File: config.mk
export PLATFORM = sky130hd
export DESIGN_NAME = clmul_rr_scheduler
export DESIGN_NICKNAME = d
export VERILOG_FILES = /design/src/rtl/clmul_pkg.sv /design/src/rtl/clmul_rr_scheduler_rr_arbiter.sv /design/src/rtl/mul_free_8bit.sv /design/src/rtl/clmul_rr_scheduler.sv
export SDC_FILE = /design/constraint.sdc
export NUM_CORES = 1
export LEC_CHECK = 0
export BUFFER_PORTS_ARGS = -buffer_cell sky130_fd_sc_hd__buf_2
export CAP_MARGIN = 20
export CORE_UTILIZATION = 45
export CTS_CLUSTER_DIAMETER = 30
export DETAILED_ROUTE_END_ITERATION = 7
export MAX_ROUTING_LAYER = met4
export PLACE_DENSITY = 0.79
export SLEW_MARGIN = 20
export SYNTH_ARGS = -nofsm -noshare
export SYNTH_HDL_FRONTEND = slang
export SYNTH_SLANG_ARGS = --single-unit
File: constraint.sdc
create_clock -name clk -period 5.8 [get_ports clk]
set_input_delay 1.45 -clock clk [delete_from_list [all_inputs] [get_ports clk]]
set_output_delay 1.45 -clock clk [all_outputs]
set_load 0.02 [all_outputs]
File: src/rtl/clmul_pkg.sv
// Package for the shared carry-less multiplier scheduler.
// Holds the default reduction polynomial, the raw product width, the
// operand payload carried through the operand stage, and the GF(2^8)
// reduction helper used between the operand and result stages.
package clmul_pkg;

  // Low byte of x^8 + x^4 + x^3 + x + 1 (AES field polynomial).
  localparam logic [7:0] GF8_POLY_AES = 8'h1B;

  // Meaningful width of an 8x8 carry-less product (degree <= 14).
  localparam int PROD_W = 15;

  // Operand payload latched by the operand stage.
  typedef struct packed {
    logic [7:0] a;
    logic [7:0] b;
    logic       red;
  } op_t;

  // Reduce a raw 15-bit carry-less product modulo x^8 + poly.
  // High bits are folded from the top down so that each fold can only
  // disturb bits strictly below the one being cleared.
  function automatic logic [7:0] gf8_reduce(input logic [PROD_W-1:0] p,
                                            input logic [7:0]        poly);
    logic [PROD_W-1:0] t;
    t = p;
    for (int k = PROD_W - 1; k >= 8; k--) begin
      if (t[k]) begin
        t = t ^ ({7'd0, poly} << (k - 8));
      end else begin
        t = t;
      end
      t[k] = 1'b0;
    end
    return t[7:0];
  endfunction

endpackage

File: src/rtl/clmul_rr_scheduler_rr_arbiter.sv
// Round-robin arbiter with internal priority pointer.
// Ports:
//   clk, rst : clock and synchronous active-high reset
//   req      : per-requester request lines
//   en       : grant enable (downstream has room)
//   adv      : a grant was accepted this cycle; move the pointer to it
//   gnt      : one-hot grant, zero when disabled or nothing requested
//   gnt_idx  : binary index of the winning requester
// After reset the pointer sits at N-1 so requester 0 is searched first.
module rr_arbiter #(
  parameter int N     = 4,
  parameter int IDX_W = (N > 1) ? $clog2(N) : 1
) (
  input  logic             clk,
  input  logic             rst,
  input  logic [N-1:0]     req,
  input  logic             en,
  input  logic             adv,
  output logic [N-1:0]     gnt,
  output logic [IDX_W-1:0] gnt_idx
);

  logic [IDX_W-1:0] ptr_q;
  logic [IDX_W-1:0] ptr_d;
  logic             hi_found_s;
  logic             lo_found_s;
  logic [IDX_W-1:0] hi_idx_s;
  logic [IDX_W-1:0] lo_idx_s;
  logic [IDX_W-1:0] idx_s;
  logic             any_s;

  // Two-pass search: first requester above the pointer wins, else the
  // lowest requester at or below it (this wraps the search order).
  always_comb begin
    hi_found_s = 1'b0;
    lo_found_s = 1'b0;
    hi_idx_s   = '0;
    lo_idx_s   = '0;
    for (int i = 0; i < N; i++) begin
      if (req[i] && (IDX_W'(i) > ptr_q) && !hi_found_s) begin
        hi_found_s = 1'b1;
        hi_idx_s   = IDX_W'(i);
      end else if (req[i] && (IDX_W'(i) <= ptr_q) && !lo_found_s) begin
        lo_found_s = 1'b1;
        lo_idx_s   = IDX_W'(i);
      end else begin
        hi_found_s = hi_found_s;
      end
    end
    idx_s = hi_found_s ? hi_idx_s : lo_idx_s;
    any_s = hi_found_s | lo_found_s;
  end

  assign gnt     = (en && any_s) ? ({{(N-1){1'b0}}, 1'b1} << idx_s) : '0;
  assign gnt_idx = idx_s;

  // Pointer follows the winner only when its handshake completes.
  always_comb begin
    if (adv) begin
      ptr_d = idx_s;
    end else begin
      ptr_d = ptr_q;
    end
  end

  // Pointer register.
  always_ff @(posedge clk) begin
    if (rst) begin
      ptr_q <= IDX_W'(N - 1);
    end else begin
      ptr_q <= ptr_d;
    end
  end

endmodule

File: src/rtl/mul_free_8bit.sv
// Combinational 8x8 carry-less (GF(2) polynomial) multiplier.
// Ports:
//   a, b   : 8-bit operands
//   mul_8  : 17-bit product bus; only [14:0] carries product bits, the
//            upper two bits are always zero.
module mul_free_8bit (
  input  logic [7:0]  a,
  input  logic [7:0]  b,
  output logic [16:0] mul_8
);

  logic [16:0] acc_s;

  // XOR-accumulate shifted copies of b for every set bit of a.
  always_comb begin
    acc_s = 17'd0;
    for (int i = 0; i < 8; i++) begin
      if (a[i]) begin
        acc_s = acc_s ^ ({9'd0, b} << i);
      end else begin
        acc_s = acc_s;
      end
    end
  end

  assign mul_8 = acc_s;

endmodule

File: src/rtl/clmul_rr_scheduler.sv
// Shares one carry-less multiplier among N_REQ requesters.
// Round-robin arbitration feeds a two-stage pipeline (operand register,
// then result register); products are optionally reduced mod x^8+POLY.
// Ports:
//   clk, rst             : clock, synchronous active-high reset
//   req_valid/req_ready  : per-requester handshake (ready is one-hot)
//   req_a, req_b         : packed operands, requester i at [8i+7:8i]
//   req_red              : per-requester reduce-mod-poly select
//   rsp_valid/rsp_ready  : response handshake
//   rsp_id               : index of the requester served
//   rsp_data             : raw {1'b0,clmul[14:0]} or reduced {8'h00,r}
//   ops_cnt              : completed responses, wrapping
module clmul_rr_scheduler
  import clmul_pkg::*;
#(
  parameter int         N_REQ = 4,
  parameter int         ID_W  = 2,
  parameter logic [7:0] POLY  = GF8_POLY_AES
) (
  input  logic               clk,
  input  logic               rst,
  input  logic [N_REQ-1:0]   req_valid,
  output logic [N_REQ-1:0]   req_ready,
  input  logic [8*N_REQ-1:0] req_a,
  input  logic [8*N_REQ-1:0] req_b,
  input  logic [N_REQ-1:0]   req_red,
  output logic               rsp_valid,
  input  logic               rsp_ready,
  output logic [ID_W-1:0]    rsp_id,
  output logic [15:0]        rsp_data,
  output logic [31:0]        ops_cnt
);

  logic              s2_free_s;
  logic              s1_free_s;
  logic              arb_en_s;
  logic [N_REQ-1:0]  gnt_s;
  logic [ID_W-1:0]   gnt_idx_s;
  logic              any_gnt_s;
  op_t               sel_op_s;

  logic              s1_v_q,   s1_v_d;
  op_t               s1_op_q,  s1_op_d;
  logic [ID_W-1:0]   s1_id_q,  s1_id_d;

  logic              s2_v_q,    s2_v_d;
  logic [ID_W-1:0]   s2_id_q,   s2_id_d;
  logic [15:0]       s2_data_q, s2_data_d;
  logic [31:0]       cnt_q,     cnt_d;

  logic [16:0]       mul_8_s;
  logic [PROD_W-1:0] prod_s;
  logic [15:0]       res_s;
  logic              unused_mul_hi_s;

  // A stage can take new data if it is empty or its content moves on.
  assign s2_free_s = !s2_v_q || rsp_ready;
  assign s1_free_s = !s1_v_q || s2_free_s;
  // No grants while reset is asserted, so nothing is accepted then.
  assign arb_en_s  = s1_free_s && !rst;
  assign any_gnt_s = |gnt_s;

  rr_arbiter #(
    .N     (N_REQ),
    .IDX_W (ID_W)
  ) u_arb (
    .clk     (clk),
    .rst     (rst),
    .req     (req_valid),
    .en      (arb_en_s),
    .adv     (any_gnt_s),
    .gnt     (gnt_s),
    .gnt_idx (gnt_idx_s)
  );

  assign req_ready = gnt_s;

  // One-hot AND-OR mux of the granted requester's operands.
  always_comb begin
    sel_op_s = '0;
    for (int i = 0; i < N_REQ; i++) begin
      sel_op_s.a   = sel_op_s.a   | (req_a[8*i +: 8] & {8{gnt_s[i]}});
      sel_op_s.b   = sel_op_s.b   | (req_b[8*i +: 8] & {8{gnt_s[i]}});
      sel_op_s.red = sel_op_s.red | (req_red[i] & gnt_s[i]);
    end
  end

  // Operand stage next state: load on grant, empty if free and idle.
  always_comb begin
    s1_v_d  = s1_v_q;
    s1_op_d = s1_op_q;
    s1_id_d = s1_id_q;
    if (s1_free_s) begin
      s1_v_d = any_gnt_s;
      if (any_gnt_s) begin
        s1_op_d = sel_op_s;
        s1_id_d = gnt_idx_s;
      end else begin
        s1_op_d = s1_op_q;
        s1_id_d = s1_id_q;
      end
    end else begin
      s1_v_d = s1_v_q;
    end
  end

  mul_free_8bit u_mul (
    .a     (s1_op_q.a),
    .b     (s1_op_q.b),
    .mul_8 (mul_8_s)
  );

  // Only [14:0] is a product; the top bits are deliberately dropped.
  assign prod_s          = mul_8_s[PROD_W-1:0];
  assign unused_mul_hi_s = ^mul_8_s[16:15];
  assign res_s = s1_op_q.red ? {8'h00, gf8_reduce(prod_s, POLY)}
                             : {1'b0, prod_s};

  // Result stage next state and response counter.
  always_comb begin
    s2_v_d    = s2_v_q;
    s2_id_d   = s2_id_q;
    s2_data_d = s2_data_q;
    cnt_d     = cnt_q;
    if (s2_free_s) begin
      s2_v_d = s1_v_q;
      if (s1_v_q) begin
        s2_id_d   = s1_id_q;
        s2_data_d = res_s;
      end else begin
        s2_id_d   = s2_id_q;
        s2_data_d = s2_data_q;
      end
    end else begin
      s2_v_d = s2_v_q;
    end
    if (s2_v_q && rsp_ready) begin
      cnt_d = cnt_q + 32'd1;
    end else begin
      cnt_d = cnt_q;
    end
  end

  // Pipeline and counter registers; reset discards in-flight work.
  always_ff @(posedge clk) begin
    if (rst) begin
      s1_v_q    <= 1'b0;
      s1_op_q   <= '0;
      s1_id_q   <= '0;
      s2_v_q    <= 1'b0;
      s2_id_q   <= '0;
      s2_data_q <= 16'h0000;
      cnt_q     <= 32'd0;
    end else begin
      s1_v_q    <= s1_v_d;
      s1_op_q   <= s1_op_d;
      s1_id_q   <= s1_id_d;
      s2_v_q    <= s2_v_d;
      s2_id_q   <= s2_id_d;
      s2_data_q <= s2_data_d;
      cnt_q     <= cnt_d;
    end
  end

  assign rsp_valid = s2_v_q;
  assign rsp_id    = s2_id_q;
  assign rsp_data  = s2_data_q;
  assign ops_cnt   = cnt_q;

endmodule

==> results by group, run 1 <==
Route
  – DRT Wirelength: 10600 um
  – DR iter-0 viols: 264
  – Wire length on met2: roughly 4900 um
  – DRC Markers: 0
  – Drt wl/cell: roughly 14 um
  – Final ANT Viol Nets: 0
  – Met1 WL: 4750 um
  – 1st-pass router iterations: 5
  – DR WL met3: between 800 and 900 um
  – Drt via density: approximately 5.3
  – DR top layer: met4
  – Vias: around 4.0k

Timing
  – Setup_tns: 0 ns
  – RSZ-0062 raised after global routing: no
  – Final hold viol count: 0
  – Minimum clock period: around 4.8 ns
  – Final setup violation count: 0
  – Worst slew pin tran: ~1.1 ns
  – Fmax: 0.207 GHz
  – Final period util: about 83%
  – Slew Limit Headroom: ~28%
  – Max Transition Viols Final: 0
  – Skew final: 0.0102 ns

Finish
  – Area Overhead vs Synth: 20.1%
  – FF/Latch Area: 1440 um^2
  – Most common cell after layout, fill and taps aside: buf_2
  – Most frequent cells in the layout: buf_2 (128), nand2_1 (101), dfxtp_1 (72)
  – Layout cell share with drive strength beyond 1: 25.2%
  – Nets: roughly 700
  – Footprint of the multi-input gates: ~2600 um^2
  – Diodes inserted: 0
  – FILL cells: approximately 850

Logic synthesis
  – Mean post-synth cell area: roughly 8.2 um^2
  – Post-synth EDFFs: 0
  – Syn. warnings: 0
  – Async SR Flop Fraction: 0%
  – Register area share after synthesis: 33.6%
  – Synthesized area: around 4300 um^2
  – Synthesized instance count: 520
  – Distinct cell type count after synthesis: 53
  – Synth Flop Type: dfxtp_1
  – FF+latch count, synth: 72
  – Syn_nets: around 600

Global routing
  – Vias in the first global route: 3616
  – GRT overflow: 0
  – Largest net degree at the start of global routing: ~60
  – Initial antenna violation count: 0
  – Global-route wire length before repair: between 15000 and 20000 um
  – GRT Overall Usage: between 20% and 30%

Worst setup path
  – Critical R2R Capture: rsp_data[4]
  – CP Data Required Time: 4.35 ns
  – CP Max Fanout: 60
  – Setup crit end kind: primary output
  – R2R Setup Slk: between 3 and 4 ns
  – Worst setup SP type: input port
  – CP startpoint: rst
  – Crit Path Category: input port to primary output
  – Critical Path End: req_ready[0]
  – FF-to-FF Start: s1_op_q[15]
  – Arr. time, crit path: 3.38 ns
  – R2R depth: 7

Die
  – I/O Pins: 130
  – Die ar.: 9910 um^2
  – Die width: roughly 100 um
  – Core area: about 9200 um^2
  – Die Y: ~100 um
  – Starting density of the core: between 40% and 50%
  – Row cnt: 35

CTS
  – Clock sinks: 72
  – Root buf cell: clkbuf_8
  – Clock Tree Buf Depth: 2
  – Post-CTS resize count: 0
  – Clock tree from TritonCTS: built
  – Number of CTS-inserted buffers: 9
  – # hold bufs at CTS: 0
  – Postcts setup bufs: 0
  – Clk pin slew, worst setup/hold paths: roughly 0.070 ns
  – Max H-tree Level: 3
  – Latest clock arrival within the worst-skew pair: 0.35 ns

Placement
  – HPWL after detailed placement: approximately 7900 um
  – Routability Congestion: between 0.8 and 0.9
  – Port Buffers: 128

Pwr
  – Power Dens Cells: ~350 nW/um^2
  – Leakage: 2.25 nW
  – Tot Pwr: about 1.8 mW
  – VDD IR max: roughly 0.17 mV

Run
  – Max-cap violations: 0

Min path
  – Worst min path class: flip-flop to flip-flop

Outcome
  – Status: finished clean
==> cell families (layout without fill, tap and decap cells) <==
group,count (synthesis),after routing,synth area share (%)
buf+inv,45,156,4.67
simple gates,226,226,23.8
flops,72,72,33.6
fa+ha+maj,1,1,0.292
compound gates,87,87,15.1
xor+xnor,87,87,22.1
mux,1,1,0.263
other cells,1,1,0.0875
==> where the power goes <==
part           switching [mW]  internal [mW]
registers               0.112          0.551
clock network           0.197          0.200
logic                   0.365          0.383
==> layout make-up <==
type	instances	share of cell area, %
inverter	8	0.584
tap	129	3.14
sequential	72	28.0
clock buffer	10	2.48
clock inverter	6	1.31
multi-input combinational	403	51.4
timing repair buffer	132	13.0
==> cells in the mapped netlist (2+ instances only) <==
master    count  area share (%)
buf_2        13             1.5
or3_1         6            0.88
nand2_2       2            0.29
a222oi_1     17             4.0
nand4_1       8             1.2
and2_1        2            0.29
o22ai_1       2            0.29
xnor3_1       7             3.7
nor2_1       56             4.9
inv_1         8            0.70
and4_1        3            0.61
clkbuf_1     20             1.8
nor3b_1       3            0.53
nand3b_1      3            0.53
a211oi_1      3            0.53
nand2b_1      4            0.58
xnor3_2       2             1.1
xnor2_1      45             9.2
o21ai_0      11             1.3
a22oi_1      22             3.9
and3_1        9             1.3
nand3_1      11             1.3
a21oi_1      16             1.9
nand2_1     101             8.8
dfxtp_1      72              34
o31a_1        3            0.61
nor2b_1       6            0.88
buf_4         2            0.35
nor3_1        8            0.93
nor4_1        3            0.44
xor2_1       29             5.9
a21o_1        2            0.35
==> how the worst min path moves through the flow <==
| stage | start | end | slack [ns] | depth (start not counted) |
|---|---|---|---|---|
| after detailed placement | rsp_id[0] | rsp_id[0] | 0.45 | 2 |
| after global placement | rsp_id[1] | rsp_id[1] | 0.45 | 2 |
| after CTS | s1_id_q[0] | rsp_id[0] | 0.46 | 2 |
| final | rsp_id[0] | rsp_id[0] | 0.46 | 2 |
| after floorplan | s1_id_q[0] | rsp_id[0] | 0.43 | 2 |
| after global routing | s1_id_q[0] | rsp_id[0] | 0.48 | 2 |
==> critical path: stages <==
cell and delay (ns):
buf_2 0.43, a211oi_2 0.61, o21ai_0 0.28, nor2_1 0.16, buf_4 0.24, buf_2 0.20
==> per-stage QoR <==
step,hold slack [ns],instances,utilization [%],cell area (um^2),setup WS [ns]
after CTS,0.462,760,55.6,5140,1.04
final,0.462,760,55.7,5140,0.967
after floorplan,0.432,520,-,4280,1.43
after detailed placement,0.452,744,53.5,4950,1.05
after global routing,0.481,760,55.7,5140,0.781
after global placement,0.447,744,53.5,4950,1.13
==> sequential cells by signal, summed over array words and instances (netlist names) <==
signal	flops
ops_cnt	32
s1_op_q	17
rsp_data	15
rsp_id	2
s1_id_q	2
u_arb.ptr_q	2
rsp_valid	1
s1_v_q	1
==> metal layers <==
| layer | up-vias | GRT usage, % |
|---|---|---|
| met5 | - | - |
| met4 | 0 | 4.86 |
| met3 | 12 | 5.20 |
| met2 | 182 | 37.6 |
| met1 | 1829 | 27.8 |
| li1 | 2015 | - |
No activity file was read; power rests on OpenSTA's default activity.
==> inputs of run 2 (changes only) <==
--- a/config.mk
+++ b/config.mk
@@ -5,13 +5,14 @@
 export SDC_FILE = /design/constraint.sdc
 export NUM_CORES = 1
 export LEC_CHECK = 0
+export ABC_AREA = 1
 export BUFFER_PORTS_ARGS = -buffer_cell sky130_fd_sc_hd__buf_2
 export CAP_MARGIN = 20
 export CORE_UTILIZATION = 45
 export CTS_CLUSTER_DIAMETER = 30
 export DETAILED_ROUTE_END_ITERATION = 7
 export MAX_ROUTING_LAYER = met4
-export PLACE_DENSITY = 0.79
+export PLACE_DENSITY = 0.78
 export SLEW_MARGIN = 20
 export SYNTH_ARGS = -nofsm -noshare
 export SYNTH_HDL_FRONTEND = slang
==> constraint.sdc (replaced) <==
create_clock -name clk -period 4.91 [get_ports clk]
set_input_delay 1.2275 -clock clk [delete_from_list [all_inputs] [get_ports clk]]
set_output_delay 1.2275 -clock clk [all_outputs]
set_load 0.02 [all_outputs]
==> run 2 against run 1 <==
Effect of this change: worst hold slack better by 0.0035 ns; wire length is 9.1% higher; flip-flop and latch count stayed put; critical path depth is 7 higher.
==> results by group, run 2 <==
Outcome
  – Status: finished clean

Global routing
  – Global-route wire length before repair: 19800 um (+14%)
  – Initial antenna violation count: 0 (unchanged)
  – Largest net degree at the start of global routing: 36 (-41%)
  – GRT Overall Usage: 22.2% (-0.29 points)
  – Vias in the first global route: 4448 (+23%)
  – GRT overflow: 0 (unchanged)

Route
  – DR top layer: met4
  – Drt via density: 4.85 (-8.6%)
  – Drt wl/cell: 11.6 um (-17%)
  – DR WL met3: 421 um (-48%)
  – Vias: 4849 (+20%)
  – DR iter-0 viols: 254 (-3.8%)
  – Met1 WL: 5780 um (+22%)
  – DRC Markers: 0 (unchanged)
  – 1st-pass router iterations: 5 (unchanged)
  – Wire length on met2: 5150 um (+4.6%)
  – DRT Wirelength: 11500 um (+9.1%)
  – Final ANT Viol Nets: 0 (unchanged)

Worst setup path
  – Arr. time, crit path: 2.67 ns (-0.71 ns)
  – Worst path bufs/invs: 4 (+1)
  – CP Data Required Time: 3.68 ns (-0.67 ns)
  – Worst path cell trace: buf_2 > inv_1 > nor2_1 > nor2_1 > nand2_1 > nand2_1 > nand2_1 > a21oi_4 > nor2_4 > nor2_2 > nand2_1 > inv_2 > buf_2
  – CP Max Fanout: 18 (-70%)
  – R2R depth: 15 (+8)
  – FF-to-FF Start: s1_op_q[8]
  – Crit path depth: 13 (+7)
  – CP peak stage delay: 0.22 ns (-0.39 ns)
  – Critical R2R Capture: rsp_data[1]
  – Crit-path most repeated cell: nand2_1
  – Setup crit end kind: primary output
  – Worst setup SP type: input port
  – Crit Path Category: input port to primary output
  – Delay-heaviest family, CP: simple AND/OR/NAND/NOR gates
  – R2R Setup Slk: 2.71 ns (-0.30 ns)
  – CP startpoint: req_valid[1]
  – Crit-path slowest cell: inv_2

Finish
  – Most frequent cells in the layout: nand2_1 (269), buf_2 (128), dfxtp_1 (72)
  – Layout Cells excl Fill: 999 (+31%)
  – Most common cell after layout, fill and taps aside: nand2_1
  – Largest register FFs: 32 (unchanged)
  – Layout Utilization: 54.5% (-1.2 points)
  – Diodes inserted: 0 (unchanged)
  – Area Overhead vs Synth: 17.6%
  – Nets: 934 (+33%)
  – Layout cell share with drive strength beyond 1: 20.2% (-5.0 points)

CTS
  – Clock Tree Buf Depth: 2 (unchanged)
  – Clock sinks: 72 (unchanged)
  – Max H-tree Level: 3 (unchanged)
  – Clk pin slew, worst setup/hold paths: 0.07 ns (about the same)
  – Latest clock arrival within the worst-skew pair: 0.34 ns (about the same)
  – Postcts setup bufs: 0 (unchanged)
  – # hold bufs at CTS: 0 (unchanged)
  – Clock tree from TritonCTS: built
  – Root buf cell: clkbuf_8
  – Post-CTS resize count: 0 (unchanged)
  – Number of CTS-inserted buffers: 9 (unchanged)

Pwr
  – Fraction of power spent switching nets: 42.2% (+4.9 points)
  – Int Pwr: 1.14 mW (+0.36%)
  – Comb pwr share: 39.3% (-2.1 points)
  – P_sw: 0.832 mW (+23%)
  – Sequential Power Share: 38.5% (+1.9 points)
  – Clock power frac: 22.2% (+0.2 points)
  – Tot Pwr: 1.97 mW (+8.9%)
  – Power Dens Cells: 350 nW/um^2 (-0.34%)
  – VDD IR max: 0.169 mV (-1.5%)
  – Leakage: 2.65 nW (+18%)

Min path
  – Worst min path class: flip-flop to flip-flop
  – Min-Delay Path Depth: 2 (unchanged)
  – WHS Endpoint: rsp_data[5]
  – HP Start: rsp_data[5]

Die
  – Row cnt: 37 (+5.7%)
  – Core area: 10300 um^2 (+12%)
  – Die Y: 105 um (+5.5%)
  – Starting density of the core: 46.3% (about the same)
  – I/O Pins: 130 (unchanged)
  – Die ar.: 11000 um^2 (+11%)
  – Die width: 105 um (+5.5%)

Logic synthesis
  – Syn_nets: 823 (+38%)
  – FF+latch count, synth: 72 (unchanged)
  – Synthesized area: 4780 um^2 (+12%)
  – Area leader, netlist: dfxtp_1
  – Synthesized instance count: 747 (+44%)
  – Distinct cell type count after synthesis: 41 (-23%)
  – Register area share after synthesis: 30.1% (-3.5 points)
  – Syn. warnings: 0 (unchanged)
  – Top cell type's share of synthesized area: 30.1% (-3.5 points)
  – Most frequent cell after synthesis: nand2_1
  – Mean post-synth cell area: 6.40 um^2 (-22%)
  – Synth top cells by count: nand2_1 (269), dfxtp_1 (72), inv_1 (70)
  – Dominant cells by area after synthesis: dfxtp_1 (30%), nand2_1 (21%), inv_1 (5.5%)
  – Synth Flop Type: dfxtp_1
  – Async SR Flop Fraction: 0% (unchanged)
  – Post-synth EDFFs: 0 (unchanged)

Timing
  – Slew Limit Headroom: 62.8% (+34 points)
  – RSZ-0062 raised after global routing: no
  – Fmax: 0.256 GHz
  – Final setup violation count: 0 (unchanged)
  – Skew final: 0.0126 ns (+0.00239 ns)
  – Final period util: between 70 and 80%
  – Final hold viol count: 0 (unchanged)
  – Setup_tns: 0 ns (unchanged)
  – Worst slew pin tran: 0.557 ns (-0.517 ns)
  – Final worst setup slack: 1.01 ns (+0.0424 ns)
  – Max Transition Viols Final: 0 (unchanged)
  – Minimum clock period: slightly below 4 ns

Placement
  – # placed instances: 983 (+32%)
  – Port Buffers: 128 (unchanged)
  – Pre-CTS WS: 0.984 ns (-0.0692 ns)
  – HPWL after detailed placement: 8970 um (+14%)
  – Routability Congestion: 0.835 (-2.3%)

Run
  – Max-cap violations: 0 (unchanged)
[run 2: cell count changes after synthesis, moves of 13 or more]
cell and delta:
nand2_1 +168, inv_1 +62, nand3_1 +36, a22oi_1 -22
xnor2_1 -18, a222oi_1 -17, a21oi_1 +15, nand4_1 +15
clkbuf_1 -13
[run 2: area by class of cell]
cell class,instances,area [um^2]
tap,136,170
multi-input combinational,569,2880
clock buffer,11,141
sequential,72,1440
inverter,74,279
timing repair buffer,132,671
fill,1048,4700
clock inverter,5,38.8
[run 2: power by group through the flow]
stage | Combinational [mW] | Sequential, mW | Clock [mW]
after floorplan | 0.682 | 0.691 | 0
after global placement | 0.757 | 0.767 | 0
after detailed placement | 0.771 | 0.768 | 0
after CTS | 0.775 | 0.754 | 0.447
after global routing | 0.897 | 0.770 | 0.474
final | 0.774 | 0.759 | 0.437
[run 2: how the worst max path moves through the flow]
stage / slack (ns) / to
2_1_floorplan: 1.35 / req_ready[2]
3_3_place_gp: 1.07 / req_ready[1]
3_5_place_dp: 0.98 / req_ready[1]
4_1_cts: 1.0 / req_ready[1]
5_1_grt: 0.87 / req_ready[1]
6_report: 1.01 / req_ready[1]
[run 2: through the flow]
step	hold slack [ns]	area (um^2)
after detailed placement	0.457	5440
final	0.466	5620
after global placement	0.450	5440
after floorplan	0.442	4780
after global routing	0.483	5620
after CTS	0.469	5620
[run 2: cells by family (layout without fill, tap and decap cells)]
group | Yosys count | count (layout) | share of synthesized area (%)
XOR/XNOR | 54 | 54 | 9.89
buffers and inverters | 106 | 222 | 9.60
adder cells (fa/ha/maj) | 1 | 1 | 0.262
AO/OA/AOI/OAI | 82 | 82 | 10.2
flip-flops | 72 | 72 | 30.1
other | 1 | 1 | 0.0784
AND/OR/NAND/NOR | 431 | 431 | 39.8
[run 2: tightest hold or removal path, delay by kind of cell, from the launching register on]
kind	cells	cell delay (ns)
and+or+nand+nor	1	0.06
DFF	1	0.31
AOI/OAI and AO/OA	1	0.05
[run 2: routing by layer]
metal	track usage (%)	vias up
li1	-	2590
met1	29.6	2134
met3	3.31	15
met5	-	-
met2	34.6	110
met4	7.04	0
